### config.mk
export PLATFORM = sky130hd
export DESIGN_NAME = store_buffer
export DESIGN_NICKNAME = d
export VERILOG_FILES = /design/src/rtl/store_buffer.sv
export SDC_FILE = /design/constraint.sdc
export NUM_CORES = 1
export LEC_CHECK = 0
export ABC_AREA = 1
export BUFFER_PORTS_ARGS = -buffer_cell sky130_fd_sc_hd__buf_2
export CORE_ASPECT_RATIO = 1.5
export CORE_MARGIN = 3
export CORE_UTILIZATION = 25
export DETAILED_ROUTE_END_ITERATION = 12
export PLACE_DENSITY = 0.51
export SLEW_MARGIN = 25
export SYNTH_ARGS = -nofsm -noshare
export SYNTH_HDL_FRONTEND = slang
export SYNTH_SLANG_ARGS = --single-unit
### constraint.sdc
create_clock -name clk_i -period 4.8 [get_ports clk_i]
set_input_delay 0.72 -clock clk_i [delete_from_list [all_inputs] [get_ports clk_i]]
set_output_delay 0.72 -clock clk_i [all_outputs]
set_load 0.005 [all_outputs]
### src/rtl/store_buffer.sv
// -----------------------------------------------------------------------------
// store_buffer
//
// In-order store buffer between the execute stage and the data-memory write
// port. Stores enter speculatively at the tail. The ROB commits them in order
// by advancing the commit pointer. Committed stores drain from the head, one
// per cycle, onto a registered memory write port.
//
// Optional feature macro: STORE_BUFFER_FORWARD_EN
//   defined   -> combinational store-to-load forwarding against all valid
//                entries; the youngest match wins
//   undefined -> no comparators; fwd_hit_o / fwd_data_o are tied to 0
//
// Ports:
//   clk_i, rst_n_i     clock (rising edge) / asynchronous active-low reset
//   store_valid_i      enqueue request, with store_addr_i / store_data_i
//   store_ready_o      buffer can accept an enqueue (registered state only)
//   commit_i           ROB commits the oldest uncommitted store
//   flush_i            discard all uncommitted entries
//   mem_we_o           data-memory write strobe, with mem_addr_o / mem_data_o
//   empty_o            no valid entries
//   load_addr_i        forwarding lookup address
//   fwd_hit_o          forwarding hit
//   fwd_data_o         forwarded data
// -----------------------------------------------------------------------------
module store_buffer #(
  parameter int ENTRY_NUM = 8,
  parameter int PTR_LEN   = 3,
  parameter int ADDR_LEN  = 32,
  parameter int DATA_LEN  = 32
) (
  input  logic                clk_i,
  input  logic                rst_n_i,
  input  logic                store_valid_i,
  input  logic [ADDR_LEN-1:0] store_addr_i,
  input  logic [DATA_LEN-1:0] store_data_i,
  output logic                store_ready_o,
  input  logic                commit_i,
  input  logic                flush_i,
  output logic                mem_we_o,
  output logic [ADDR_LEN-1:0] mem_addr_o,
  output logic [DATA_LEN-1:0] mem_data_o,
  output logic                empty_o,
  input  logic [ADDR_LEN-1:0] load_addr_i,
  output logic                fwd_hit_o,
  output logic [DATA_LEN-1:0] fwd_data_o
);

  // Pointers carry an extra wrap bit, so full and empty can be told apart.
  logic [PTR_LEN:0]    r_head;
  logic [PTR_LEN:0]    r_cmt;
  logic [PTR_LEN:0]    r_tail;

  logic [ADDR_LEN-1:0] r_addrMem [ENTRY_NUM];
  logic [DATA_LEN-1:0] r_dataMem [ENTRY_NUM];

  logic                r_memWe;
  logic [ADDR_LEN-1:0] r_memAddr;
  logic [DATA_LEN-1:0] r_memData;

  logic [PTR_LEN:0]    w_count;
  logic [PTR_LEN:0]    w_cmtCnt;
  logic [PTR_LEN:0]    w_specCnt;
  logic                w_full;
  logic                w_enq;
  logic                w_commit;
  logic                w_drain;
  logic [PTR_LEN:0]    w_headNext;
  logic [PTR_LEN:0]    w_cmtNext;
  logic [PTR_LEN:0]    w_tailNext;
  logic                w_fwdHit;
  logic [DATA_LEN-1:0] w_fwdData;
  logic                w_unused;

  assign w_count   = r_tail - r_head;
  assign w_cmtCnt  = r_cmt - r_head;
  assign w_specCnt = r_tail - r_cmt;
  assign w_full    = (w_count == (PTR_LEN+1)'(ENTRY_NUM));

  // Ready depends only on registered occupancy. A drain in the same cycle
  // therefore does not open a slot until the next cycle.
  assign w_enq    = store_valid_i && !w_full && !flush_i;
  assign w_commit = commit_i && (w_specCnt != '0);
  assign w_drain  = (w_cmtCnt != '0);

  // A flush rewinds the tail to the commit pointer after any same-cycle
  // commit. Committed stores therefore survive, and the enqueue is dropped.
  always_comb begin
    w_headNext = r_head + (PTR_LEN+1)'(w_drain);
    w_cmtNext  = r_cmt + (PTR_LEN+1)'(w_commit);
    w_tailNext = r_tail + (PTR_LEN+1)'(w_enq);
    if (flush_i) begin
      w_tailNext = w_cmtNext;
    end
  end

  always_ff @(posedge clk_i or negedge rst_n_i) begin
    if (!rst_n_i) begin
      r_head <= '0;
      r_cmt  <= '0;
      r_tail <= '0;
    end else begin
      r_head <= w_headNext;
      r_cmt  <= w_cmtNext;
      r_tail <= w_tailNext;
    end
  end

  // Entry storage is not reset. Validity comes entirely from the pointers.
  always_ff @(posedge clk_i) begin
    if (w_enq) begin
      r_addrMem[r_tail[PTR_LEN-1:0]] <= store_addr_i;
      r_dataMem[r_tail[PTR_LEN-1:0]] <= store_data_i;
    end
  end

  // The write port is registered. The strobe drops on idle cycles, while
  // address and data keep their last value.
  always_ff @(posedge clk_i or negedge rst_n_i) begin
    if (!rst_n_i) begin
      r_memWe   <= 1'b0;
      r_memAddr <= '0;
      r_memData <= '0;
    end else begin
      r_memWe <= w_drain;
      if (w_drain) begin
        r_memAddr <= r_addrMem[r_head[PTR_LEN-1:0]];
        r_memData <= r_dataMem[r_head[PTR_LEN-1:0]];
      end
    end
  end

`ifdef STORE_BUFFER_FORWARD_EN
  logic [PTR_LEN:0] w_fwdPtr;

  // Walk the entries from oldest to youngest so that the youngest match
  // overwrites any older one. The head entry stays valid while it drains.
  // An enqueue this cycle is not yet inside the tail range.
  always_comb begin
    w_fwdHit  = 1'b0;
    w_fwdData = '0;
    w_fwdPtr  = r_head;
    for (int i = 0; i < ENTRY_NUM; i++) begin
      w_fwdPtr = r_head + (PTR_LEN+1)'(i);
      if (((PTR_LEN+1)'(i) < w_count) &&
          (r_addrMem[w_fwdPtr[PTR_LEN-1:0]][ADDR_LEN-1:2] == load_addr_i[ADDR_LEN-1:2])) begin
        w_fwdHit  = 1'b1;
        w_fwdData = r_dataMem[w_fwdPtr[PTR_LEN-1:0]];
      end
    end
  end

  // Matching is per word, so the byte-offset bits play no part.
  assign w_unused = ^load_addr_i[1:0];
`else
  assign w_fwdHit  = 1'b0;
  assign w_fwdData = '0;
  assign w_unused  = ^load_addr_i;
`endif

  assign store_ready_o = !w_full;
  assign empty_o       = (w_count == '0);
  assign mem_we_o      = r_memWe;
  assign mem_addr_o    = r_memAddr;
  assign mem_data_o    = r_memData;
  assign fwd_hit_o     = w_fwdHit;
  assign fwd_data_o    = w_fwdData;

endmodule

==> flow_metrics.env <==
export IMPL_outcome="finished, final reports clean"
export IMPL_cp_max_fo=34
export IMPL_boundaryPins=201
export IMPL_period_minus_slack_ns=3.90
export IMPL_hold_viol=0
export IMPL_cts_tree="done"
export IMPL_hp_class="input port to async pin"
export IMPL_clkSlewWorstSetupHoldPaths_ns=0.06
export IMPL_cts_buffers=58
export IMPL_drcViolationCount=0
export IMPL_ctsHoldBuffers=0
export IMPL_worstMarginPinSlew_ns=1.00
export IMPL_gp_congestion=0.699
export IMPL_synth_area_sq_um=25900
export IMPL_synth_top_cell_area_share_pct=59.4
export IMPL_syn_avg_cell_area_sq_um=9.97
export IMPL_max_freq_mhz=256
export IMPL_total_power_mw=18.0
export IMPL_rows=143
export IMPL_ir_worst_vdd_uv=755
export IMPL_postCtsSetupBuffers=0
export IMPL_synth_edf_count=512
export IMPL_cts_max_path_buffers=3
export IMPL_clkPwrFrac_pct=26.9
export IMPL_drt_iter0_markers=943
export IMPL_yosysSeqAreaShare_pct=66.9
export IMPL_yosys_top_cells_area="edfxtp_1, nand2_1, dfrtp_1"
export IMPL_root_buffer="clkbuf_16"
export IMPL_critPathArrivalTime_ns=3.18
export IMPL_reg2regPathDepth=11
export IMPL_first_global_vias=15700
export IMPL_routed_via_count=16500
export IMPL_final_period_utilization_pct=81.2
export IMPL_dieArea_sq_um=107000
export IMPL_cts_sink_count=589
export IMPL_endpoint_kind="output pin"
export IMPL_via_per_inst=4.06
export IMPL_cts_resized=0
export IMPL_rsz0062_at_grt="false"
export IMPL_initial_core_util_pct=25.4
export IMPL_antenna_found_initial=31
export IMPL_combinationalPowerShare_pct=35.4
export IMPL_critPathLaunchType="flop"
export IMPL_nFillCells=10500
export IMPL_cap_violations=0
export IMPL_post_synth_top_count_cell="nand2_1"
export IMPL_die_h_um=400
export IMPL_yosysTopAreaCell="edfxtp_1"
export IMPL_power_switching_mw=7.00
export IMPL_synth_distinct_cells=25
export IMPL_drtAntennaViolNets=0
export IMPL_setup_viol=0
export IMPL_cts_max_level=2
export IMPL_portBuffers=135
export IMPL_worstPathRequired_ns=4.08
export IMPL_worstSetupPathType="flop to output pin"
export IMPL_p_sw_share_pct=38.9
export IMPL_finalSetupTns_ns=0
export IMPL_fin_worst_skew_ns=0.0297
export IMPL_coreArea_sq_um=102000
export IMPL_routed_wl_um=66600
export IMPL_r2r_start="r_head[2]"
export IMPL_synthArstFlopShare_pct=13.1
export IMPL_relSlewSlack_pct=33.3
export IMPL_netlist_instances=2596
export IMPL_powerDensity_nw_per_um2=606
export IMPL_ys_ff_latch=589
export IMPL_dp_hpwl_um=36200
export IMPL_p_leak_nw=13.4
export IMPL_grt_pass1_wl_um=99200
export IMPL_avgRoutedWirePerCell_um=16.4
export IMPL_clk_latency_ns=0.63
export IMPL_synth_yosys_warnings=0
export IMPL_grtUsageTotal_pct=12.3
export IMPL_die_w_um=269
export IMPL_r2r_end="r_addrMem[4][12]"
export IMPL_ys_flop_type="edfxtp_1"
export IMPL_syn_to_final_growth_pct=14.7
export IMPL_fin_nets=2822
export IMPL_drtPass1Iterations=5
export IMPL_p_seq_share_pct=37.7
export IMPL_drv_slew=0
export IMPL_r2r_slack_ns=1.18
export IMPL_intPower_mw=11.0
export IMPL_overflow=0
export IMPL_grt_start_max_net_pins=137
export IMPL_synth_commonest_cells="nand2_1, edfxtp_1, inv_1"
export IMPL_layout_drive_gt1_share_pct=10.2
==> worst max-delay path by stage <==
stage,startpoint,slack (ns),end
finish,r_head[2],0.90,empty_o
global route,r_head[2],0.61,empty_o
CTS,r_head[2],0.75,empty_o
detailed placement,r_head[2],1.12,r_addrMem[4][21]
global placement,r_head[2],1.08,r_addrMem[4][26]
floorplan,r_head[1],0.02,r_addrMem[0][0]
==> registers in the layout (all words and copies together), names as in the netlist <==
name and count:
r_cmt 4, mem_we_o 1, mem_data_o 32, r_tail 4, mem_addr_o 32, r_dataMem 256, r_head 4, r_addrMem 256
==> power groups by stage <==
stage               clock network [mW]  registers (mW)  logic, mW
global route                      5.18            6.86       7.29
detailed placement                   0            6.89       6.56
finish                            4.85            6.78       6.36
global placement                     0            6.89       6.51
CTS                               4.99            6.79       6.58
floorplan                            0            6.71       4.67
==> per-layer routing <==
layer	GRT usage [%]	routed length [um]	vias to the layer above
li1	-	-	8319
met1	14.3	27000	7732
met2	22.8	34500	345
met3	2.34	3330	118
met4	3.56	1660	12
met5	0	76	-
==> worst max-delay path, cell delays in order (launching register included) <==
cell,delay [ns]
dfrtp_4,0.81
clkinv_2,0.44
ha_1,0.46
a21oi_1,0.20
nand2_1,0.07
nand2_1,0.06
nand2_1,0.06
nor3_1,0.28
buf_2,0.18
==> through the flow <==
stage                     cells  hold WS [ns]  worst slack, ns  utilization, %  area, sq um
after floorplan            2628         0.424           0.0177               -        26000
after global placement     3950         0.491             1.08            27.1        27600
after detailed placement   3950         0.489             1.12            27.1        27600
after CTS                  4060         0.170            0.750            29.1        29600
after global routing       4063         0.191            0.615            29.1        29700
final                      4070         0.156            0.901            29.1        29700
==> cell usage in the layout, fill, tap and decap left out, drive strengths merged <==
cell,instances
a21oi,4
buf,172
bufinv,10
clkbuf,74
clkinv,24
clkinvlp,3
conb,33
dfrtp,77
diode,9
edfxtp,512
ha,15
inv,409
mux2,2
nand2,1119
nand3,276
nand4,1
nor2,15
nor3,1
o21ai,3
xnor2,1
xor2,5
==> layout make-up <==
cell class              instances  area, sq um  share of cell area [%]
repair buffers                172          968                    3.26
flip-flops and latches        589        17300                    58.3
multi-input cells            1475         6160                    20.7
inverters                     410         1550                    5.22
well taps                    1305         1630                    5.50
clock buffers                  74         1560                    5.27
clock inverters                36          473                    1.59
diodes                          9         22.5                  0.0759
==> cell families after synthesis <==
logic type	synth area share (%)
compound gates	0.150
xor+xnor	0.203
fa+ha+maj	0.725
buf+inv	10.1
flops	66.9
mux	0.0870
other cells	0.0145
simple gates	21.8
Power figures use the tool's default switching activity.
